<file path="src/rtl/riscv_pkg.sv">
// Shared fetch-side constants and the fetch FSM state encoding.
package riscv_pkg;
  localparam int ILEN = 32;
  localparam int PC_STEP = 4;
  localparam logic [ILEN-1:0] NOP = 32'h0000_0013;

  typedef enum logic [1:0] {IDLE, FETCH, DRAIN} fetch_state_e;
endpackage

</file>
<file path="src/rtl/fetch_fifo.sv">
// Small synchronous FIFO with flush; head is valid only while count != 0.
module fetch_fifo #(
  parameter int WIDTH = 32,
  parameter int DEPTH = 2
) (
  input  logic                       clk,
  input  logic                       rst_n,
  input  logic                       push,
  input  logic                       pop,
  input  logic                       flush,
  input  logic [WIDTH-1:0]           din,
  output logic [WIDTH-1:0]           head,
  output logic [$clog2(DEPTH+1)-1:0] count
);
  localparam int PW = (DEPTH > 1) ? $clog2(DEPTH) : 1;
  localparam int CW = $clog2(DEPTH+1);

  logic [WIDTH-1:0] mem [DEPTH];
  logic [PW-1:0]    rd_ptr, wr_ptr;
  logic             full, empty, do_push, do_pop;

  // Pointers wrap explicitly so non-power-of-two depths work.
  function automatic logic [PW-1:0] bump(input logic [PW-1:0] p);
    return (p == PW'(DEPTH-1)) ? '0 : p + 1'b1;
  endfunction

  assign full    = (count == CW'(DEPTH));
  assign empty   = (count == '0);
  assign do_pop  = pop && !empty;
  assign do_push = push && (!full || do_pop);
  assign head    = mem[rd_ptr];

  always_ff @(posedge clk or negedge rst_n) begin
    if (!rst_n) begin
      rd_ptr <= '0;
      wr_ptr <= '0;
      count  <= '0;
    end else if (flush) begin
      rd_ptr <= '0;
      wr_ptr <= '0;
      count  <= '0;
    end else begin
      if (do_push) wr_ptr <= bump(wr_ptr);
      if (do_pop)  rd_ptr <= bump(rd_ptr);
      if (do_push && !do_pop)      count <= count + 1'b1;
      else if (!do_push && do_pop) count <= count - 1'b1;
    end
  end

  always_ff @(posedge clk) begin
    if (do_push && !flush) mem[wr_ptr] <= din;
  end
endmodule

</file>
<file path="src/rtl/fetch_unit.sv">
// Instruction fetch: PC, credit-limited memory requests, in-order response buffer,
// redirect handling that discards responses to requests issued before the redirect.
module fetch_unit
  import riscv_pkg::*;
#(
  parameter int              BITS     = 32,
  parameter logic [BITS-1:0] RESET_PC = '0,
  parameter int              DEPTH    = 2
) (
  input  logic            clk,
  input  logic            rst_n,
  output logic            imem_req_valid,
  input  logic            imem_req_ready,
  output logic [BITS-1:0] imem_req_addr,
  input  logic            imem_rsp_valid,
  input  logic [ILEN-1:0] imem_rsp_data,
  input  logic            redirect_valid,
  input  logic [BITS-1:0] redirect_pc,
  output logic            instr_valid,
  input  logic            instr_ready,
  output logic [ILEN-1:0] instruction,
  output logic [BITS-1:0] instr_pc
);
  localparam int CW = $clog2(DEPTH+1);

  fetch_state_e         state, state_nxt;
  logic [BITS-1:0]      pc;
  logic [CW-1:0]        inflight, inflight_nxt, stale, stale_nxt;
  logic [CW-1:0]        buf_count, aq_count;
  logic [ILEN+BITS-1:0] buf_head;
  logic [BITS-1:0]      aq_head;
  logic                 req_hs, rsp_take, rsp_keep, buf_pop;

  // Credits cover both outstanding requests and buffered words, so the buffer never overflows.
  always_comb begin
    imem_req_valid = (state == FETCH) &&
                     (({1'b0, inflight} + {1'b0, buf_count}) < (CW+1)'(DEPTH));
    imem_req_addr  = pc;
  end

  assign req_hs   = imem_req_valid && imem_req_ready;
  assign rsp_take = imem_rsp_valid && (inflight != '0);
  assign rsp_keep = rsp_take && (stale == '0) && !redirect_valid && (aq_count != '0);
  assign buf_pop  = instr_valid && instr_ready && !redirect_valid;

  assign instr_valid = (buf_count != '0);
  assign instruction = instr_valid ? buf_head[BITS +: ILEN] : '0;
  assign instr_pc    = instr_valid ? buf_head[BITS-1:0]     : '0;

  // Everything still outstanding after a redirect belongs to the old path.
  always_comb begin
    inflight_nxt = inflight;
    if (req_hs && !rsp_take)      inflight_nxt = inflight + 1'b1;
    else if (!req_hs && rsp_take) inflight_nxt = inflight - 1'b1;
    stale_nxt = stale;
    if (redirect_valid)               stale_nxt = inflight_nxt;
    else if (rsp_take && stale != '0) stale_nxt = stale - 1'b1;
  end

  always_comb begin
    state_nxt = state;
    unique case (state)
      IDLE:    state_nxt = FETCH;
      FETCH:   if (redirect_valid && stale_nxt != '0) state_nxt = DRAIN;
      DRAIN:   if (stale_nxt == '0) state_nxt = FETCH;
      default: state_nxt = IDLE;
    endcase
  end

  always_ff @(posedge clk or negedge rst_n) begin
    if (!rst_n) state <= IDLE;
    else        state <= state_nxt;
  end

  always_ff @(posedge clk or negedge rst_n) begin
    if (!rst_n) begin
      pc       <= RESET_PC;
      inflight <= '0;
      stale    <= '0;
    end else begin
      inflight <= inflight_nxt;
      stale    <= stale_nxt;
      if (redirect_valid) pc <= redirect_pc & ~BITS'(3);
      else if (req_hs)    pc <= pc + BITS'(PC_STEP);
    end
  end

  fetch_fifo #(.WIDTH(ILEN+BITS), .DEPTH(DEPTH)) u_ibuf (
    .clk   (clk),
    .rst_n (rst_n),
    .push  (rsp_keep),
    .pop   (buf_pop),
    .flush (redirect_valid),
    .din   ({imem_rsp_data, aq_head}),
    .head  (buf_head),
    .count (buf_count)
  );

  // PCs of live (non-stale) requests, matched to responses in order.
  fetch_fifo #(.WIDTH(BITS), .DEPTH(DEPTH)) u_addr_q (
    .clk   (clk),
    .rst_n (rst_n),
    .push  (req_hs && !redirect_valid),
    .pop   (rsp_keep),
    .flush (redirect_valid),
    .din   (pc),
    .head  (aq_head),
    .count (aq_count)
  );

  rsp_needs_inflight: assert property (@(posedge clk) disable iff (!rst_n)
    imem_rsp_valid |-> inflight != '0);
endmodule

</file>
<file path="config.mk">
export PLATFORM = sky130hd
export DESIGN_NAME = fetch_unit
export DESIGN_NICKNAME = d
export VERILOG_FILES = /design/src/rtl/riscv_pkg.sv /design/src/rtl/fetch_fifo.sv /design/src/rtl/fetch_unit.sv
export SDC_FILE = /design/constraint.sdc
export NUM_CORES = 1
export LEC_CHECK = 0
export BUFFER_PORTS_ARGS = -buffer_cell sky130_fd_sc_hd__buf_2
export CORE_MARGIN = 2
export CORE_UTILIZATION = 60
export CTS_CLUSTER_DIAMETER = 120
export DETAILED_ROUTE_END_ITERATION = 6
export HOLD_SLACK_MARGIN = 0.02
export PLACE_DENSITY = 0.94
export RECOVER_POWER = 25
export SETUP_SLACK_MARGIN = 0.15
export SLEW_MARGIN = 30
export SYNTH_ARGS = -nofsm -noshare
export SYNTH_HDL_FRONTEND = slang
export SYNTH_SLANG_ARGS = --single-unit
</file>
<file path="constraint.sdc">
create_clock -name clk -period 17.1 [get_ports clk]
set_input_delay 3.42 -clock clk [delete_from_list [all_inputs] [get_ports clk]]
set_output_delay 3.42 -clock clk [all_outputs]
set_load 0.05 [all_outputs]
</file>
==> Word-level counts from Yosys, hierarchy flattened <==
Memories as Yosys holds them, arrays and structs flattened.
Cells that the tools add are included.
{ "classes": {"magnitude_cmp": 1, "n_eq_ne": 6, "n_div": 0, "bitwise": 0, "addsub": 13, "shifts": 0, "mux": 33, "multipliers": 0, "n_reduce_logical": 54} }
{ "ops": {"columns": ["operator", "n"], "rows": [
  ["$mux W32", 4],
  ["$add A32 B3 Y32 const B", 1],
  ["$mux W2", 12],
  ["$logic_and A1 B1 Y1", 23],
  ["$reduce_bool A2 Y1", 10],
  ["$mux W1", 16],
  ["$logic_not A1 Y1", 11],
  ["$logic_not A2 Y1", 5],
  ["$sub A2 B1 Y2 const B", 4],
  ["$add A2 B1 Y2 const B", 3],
  ["$eq A2 B2 Y1 const B", 3],
  ["$pmux W2 S3", 1],
  ["$reduce_bool A3 Y1", 2],
  ["$add A1 B1 Y1 const B", 4],
  ["$add A2 B2 Y3", 1],
  ["$lt A3 B2 Y1 const B", 1],
  ["$eq A2 B1 Y1 const B", 1],
  ["$logic_or A1 B1 Y1", 2],
  ["$ne A2 B1 Y1 const B", 1],
  ["$ne A2 B2 Y1 const B", 1],
  ["$reduce_and A2 Y1", 1]
]} }
{ "totals": {"in_bits": 70, "register_bits": 46, "wordCells": 119, "out_inout_bits": 98, "latchBits": 0, "mem_count": 2, "ramBits": 192, "rom_bits": 0} }
{ "mem_list": {"columns": ["memory", "words", "word_bits", "read_ports", "rd_clocked_by_memory_dff", "wr", "line_no", "rtl"], "rows": [
  ["u_ibuf.mem", 2, 64, 1, 0, 1, "fetch_fifo.sv:18", "logic [WIDTH-1:0] mem [DEPTH];"],
  ["u_addr_q.mem", 2, 32, 1, 0, 1, "fetch_fifo.sv:18", null]
]} }

==> Longest topological paths before layout <==
{ "logic_depth": {"ltp_word": 13, "depth_mapped": 10, "mapped_depth_nobuf": 8} }

==> Modules after synthesis <==
A second synthesis with hierarchy kept.
{ "hier_totals": {"cells_unflattened": 679, "hier_area_um2": 10039.6} }
{ "modules_own_cells": {"columns": ["module", "n_inst", "seq_area_each_um2", "cells_per_inst", "area_per_inst_um2"], "rows": [
  ["fetch_fifo at u_ibuf", 1, 3943.8, 221, 4842.1],
  ["fetch_unit", 1, 900.9, 336, 2665.1],
  ["fetch_fifo at u_addr_q", 1, 2021.9, 122, 2532.4]
]} }

==> Worst setup path after synthesis <==
No wires, ideal clock.
{ "synth_path": {"kind": "in2reg", "start": "in imem_rsp_valid", "end": "mem u_ibuf.mem[1][10] (netlist name) (enable)", "path_slack_ns": 8.075, "t_required_ns": 16.529, "setup_ns": 0.571, "n_path_buf": 0, "cell_stages": 4, "t_arrival_ns": 8.453, "cell_sequence": "nand3b_1 > nor2_1 > o21ai_0 > nor3b_1"} }
{ "synth_via": {"elab_chain_cells": 8} }
{ "synth_lines": {"columns": ["item", "line_no", "rtl"], "rows": [
  ["start, declared", "fetch_unit.sv:15", "input logic imem_rsp_valid,"],
  ["$logic_and A1 B1 Y1", "fetch_unit.sv:42", "assign rsp_take = imem_rsp_valid && (inflight != '0);"],
  ["$logic_and A1 B1 Y1 (3 in series)", "fetch_unit.sv:43", "assign rsp_keep = rsp_take && (stale == '0) && !redirect_valid && (aq_count != '0);"],
  ["$logic_and A1 B1 Y1", "fetch_fifo.sv:30", "assign do_push = push && (!full || do_pop);"],
  ["$logic_and A1 B1 Y1", "fetch_fifo.sv:51", "if (do_push && !flush) mem[wr_ptr] <= din;"],
  ["$mux W1", "fetch_fifo.sv:51", null],
  ["$mux W1 (implied by the code)", "fetch_fifo.sv:51", null],
  ["end, declared", "fetch_fifo.sv:18", null]
]} }
No other way between the ends.

==> Final worst setup path <==
{ "layout_path": {"start": "reg u_ibuf.count[0]", "end": "out imem_req_valid"} }
{ "layout_via": {"elab_chain_cells": 3} }
{ "layout_lines": {"columns": ["item", "line_no", "rtl"], "rows": [
  ["start, declared", "fetch_fifo.sv:13", "output logic [$clog2(DEPTH+1)-1:0] count"],
  ["start signal, assigned", "fetch_fifo.sv:45", "if (do_push && !do_pop) count <= count + 1'b1;"],
  ["start signal, assigned", "fetch_fifo.sv:46", "else if (!do_push && do_pop) count <= count - 1'b1;"],
  ["$add A2 B2 Y3", "fetch_unit.sv:37", "(({1'b0, inflight} + {1'b0, buf_count}) < (CW+1)'(DEPTH));"],
  ["$lt A3 B2 Y1", "fetch_unit.sv:37", null],
  ["$logic_and A1 B1 Y1", "fetch_unit.sv:36", "imem_req_valid = (state == FETCH) &&"],
  ["end, declared", "fetch_unit.sv:12", "output logic imem_req_valid,"]
]} }
No other way between the ends.

==> flow_summary_export.csv <==
group,metric,value,unit
placed_design,place_area,0.0105,mm²
route,drt_iter0_markers,359,
timing,worst_slack,10.93,ns
finish,area_delta_synth_final,18.2,%
grt,grtUsageTotal,22.7,%
outcome,status,"finished, violations left",
timing,finalMaxSlewViolations,25,
die,die_w,130,µm
clocking,cts_hold_buf,0,
finish,fin_nets,886,
hold_path,min_path_cells,1,
grt,grt_max_degree,64,
synthesis,yosys-top-cells-area,"edfxtp_1 (58%), dfrtp_1 (12%), mux2i_1 (6.9%)",
power_and_ir_drop,combPwrFrac,16.1,%
timing,relSlewSlack,-11.5,%
die,design.die.area,0.0168,mm²
finish,fin_cells,1039,
synthesis,synth_top_cell_by_area,"edfxtp_1",
setup_path,crit_buf_inv,2,
synthesis,synthFlopType,"edfxtp_1",
grt,antenna_found_initial,0,
timing,finalCritPeriodShare,36.1,%
synthesis,yosysMostFrequentCell,"edfxtp_1",
synthesis,netlist_area,0.00945,mm²
placed_design,dp_hpwl,12300,µm
synthesis,seq_area_frac_synth,70.1,%
placed_design,port_buffers,161,
die,start_util,61.7,%
grt,grt_pass1_wl,29400,µm
route,drc,0,
synthesis,synth-edff-count,184,
route,first_pass_iters,4,
power_and_ir_drop,p_sw_share,27.3,%
timing,worst_slew_pin_slew,1.67,ns
setup_path,worstSetupEndpointType,"output pin",
clocking,clockRootBuffer,"clkbuf_16",
setup_path,rr_startpoint,"u_ibuf.count[0]",
synthesis,netlist_instances,644,
synthesis,avgSynthCellArea,14.7,µm²
power_and_ir_drop,p_int,0.958,mW
clocking,clk_latency,0.50,ns
die,dieHeight,130,µm
timing,fin_crit,6.17,ns
power_and_ir_drop,power.sequential.fraction,50.8,%
setup_path,cp_slowest_stage_delay,0.75,ns
placed_design,finalWeightedCongestion,0.803,
clocking,clk_pin_slew,0.06,ns
flow_run,maxCapViolations,1,
synthesis,yosysTopAreaCellShare,58.5,%
die,row_count,45,
setup_path,reg2reg_slack,13.51,ns
route,ant_nets,0,
finish,final_area,0.0112,mm²
synthesis,yosysWarningCount,0,
route,via_count,5750,
setup_path,worstPathArrival,2.75,ns
hold_path,hold_path.class,"reg2reg",
clocking,clockBufferDepth,3,
route,viasPerCell,5.53,
power_and_ir_drop,p_leak,4.14,nW
clocking,cts_tree,"built",
clocking,post_cts_buffers,0,
finish,diodes,0,
route,wl_per_cell,18.3,µm
grt,grt_overflow,0,
synthesis,synth-async-reset-ratio,19.3,%
power_and_ir_drop,clockPowerShare,33.1,%
clocking,ctsHtreeMaxLevel,1,
placed_design,placed_cells,999,
timing,rsz0062_at_grt,"no",
die,ios,168,
timing,finalSetupTns,0,ns
clocking,numClockSinks,228,
clocking,cts_made_buffers,22,
power_and_ir_drop,ir_worst_vdd,0.111,mV
setup_path,slowest_stage,"or4b_1",
outcome,violations,"capacitance limit, slew limit",
setup_path,r2r_cells,8,
setup_path,crit_type,"reg2out",
setup_path,critical_path.reg2reg.endpoint,"u_addr_q.mem[1][19]",
setup_path,path_delay_family,"simple AND/OR/NAND/NOR gates",
setup_path,critPathLaunchType,"flop",
synthesis,synth_seq_cells,228,
timing,finalHoldViolCount,0,
timing,fin_worst_skew,0.0156,ns
hold_path,worstHoldStart,"state[0]",
grt,grt_pass1_vias,5771,
clocking,cts-resized-gates,0,
power_and_ir_drop,p_switching,0.359,mW
die,fp.coreArea,0.0153,mm²
hold_path,holdPathEnd,"state[1]",
placed_design,place_ws,11.46,ns
timing,finalSetupViolations,0,
setup_path,crit_chain,"and2_1, fa_1, or4b_1, clkinv_4, buf_2",
synthesis,synth.cells.most_frequent,"edfxtp_1 (184), nor2_1 (79), mux2i_1 (65), dfrtp_1 (44), nand2_1 (40)",
timing,max_freq,0.162,GHz
finish,drive_above_1_share,27.8,%
power_and_ir_drop,powerDensity,118,mW/mm²
synthesis,ys_types,50,
setup_path,path_max_fanout,8,
timing,whs,0.502,ns
setup_path,cp.required,13.68,ns
route,routed_wl,19000,µm
-- flip-flops by register name (all words and copies together), names as in the netlist, 2 cells and up --
name,count
u_addr_q.count,2
inflight,2
u_ibuf.mem,124
stale,2
imem_req_addr,30
state,2
u_addr_q.mem,60
u_ibuf.count,2
-- power by group through the flow --
stage	combinational, mW	sequential (mW)	clock (mW)
after floorplan	0.141	0.698	0
after global placement	0.205	0.678	0
after detailed placement	0.214	0.679	0
after CTS	0.216	0.668	0.441
after global routing	0.232	0.673	0.465
final	0.213	0.669	0.436
-- layout make-up --
type / count / area [µm²]
clock inverter: 7 / 32.5
clock buffer: 33 / 613
fill: 989 / 4150
multi-input combinational: 378 / 2670
sequential: 228 / 6630
inverter: 9 / 38.8
tap: 211 / 264
timing repair buffer: 173 / 920
-- worst reg2reg max path, stage by stage (launching register included) --
cell and delay, ns:
dfrtp_1 0.46, and2_1 0.18, fa_1 0.43, or4b_1 0.75, clkinv_4 0.16, and2_1 0.38, o21ai_1 0.23, nor3b_2 0.21
buf_4 0.42
-- cell families after synthesis --
family                   count (synthesis)  share of synthesized area (%)
flip-flops                             228                           70.1
AND/OR/NAND/NOR                        181                           9.44
multiplexers                           101                           11.2
AO/OA/AOI/OAI                           51                           3.14
buffers and inverters                   41                           2.04
XOR/XNOR                                35                           3.24
adder cells (fa/ha/maj)                  6                          0.821
other                                    1                         0.0397
-- placed cells by master (no fill, tap or decap), drive strengths merged, types with 12 or more instances in the layout --
cell type	instances
buf	172
nor2	80
dfrtp	44
o21ai	36
xnor2	15
nand4	12
edfxtp	184
clkbuf	34
xor2	20
nand2	40
nand3	13
mux2i	65
mux2	36
-- layer usage --
layer / GRT usage, % / wire [µm] / part of all wire, %
met1: 28.3 / 7520 / 40
met3: 3.84 / 1310 / 6.9
met4: 6.45 / 439 / 2.3
met2: 41.1 / 9710 / 51
met5: 0 / 0 / 0
-- worst max-delay path by stage --
stage / start / cells after the start / slack [ns] / endpoint
finish: u_ibuf.count[0] / 5 / 10.93 / imem_req_valid
global route: u_ibuf.count[0] / 5 / 10.83 / imem_req_valid
CTS: u_ibuf.count[0] / 5 / 10.93 / imem_req_valid
detailed placement: u_ibuf.count[0] / 5 / 11.46 / imem_req_valid
global placement: u_ibuf.count[0] / 5 / 11.45 / imem_req_valid
floorplan: imem_rsp_valid / 4 / 8.08 / u_ibuf.mem[1][10]
-- metrics by stage --
| stage | util (%) | power, mW |
|---|---|---|
| finish | 72.9 | 1.32 |
| global route | 72.9 | 1.37 |
| CTS | 73.0 | 1.32 |
| detailed placement | 68.7 | 0.893 |
| global placement | 68.5 | 0.883 |
| floorplan | - | 0.839 |
Power figures use the tool's default switching activity.
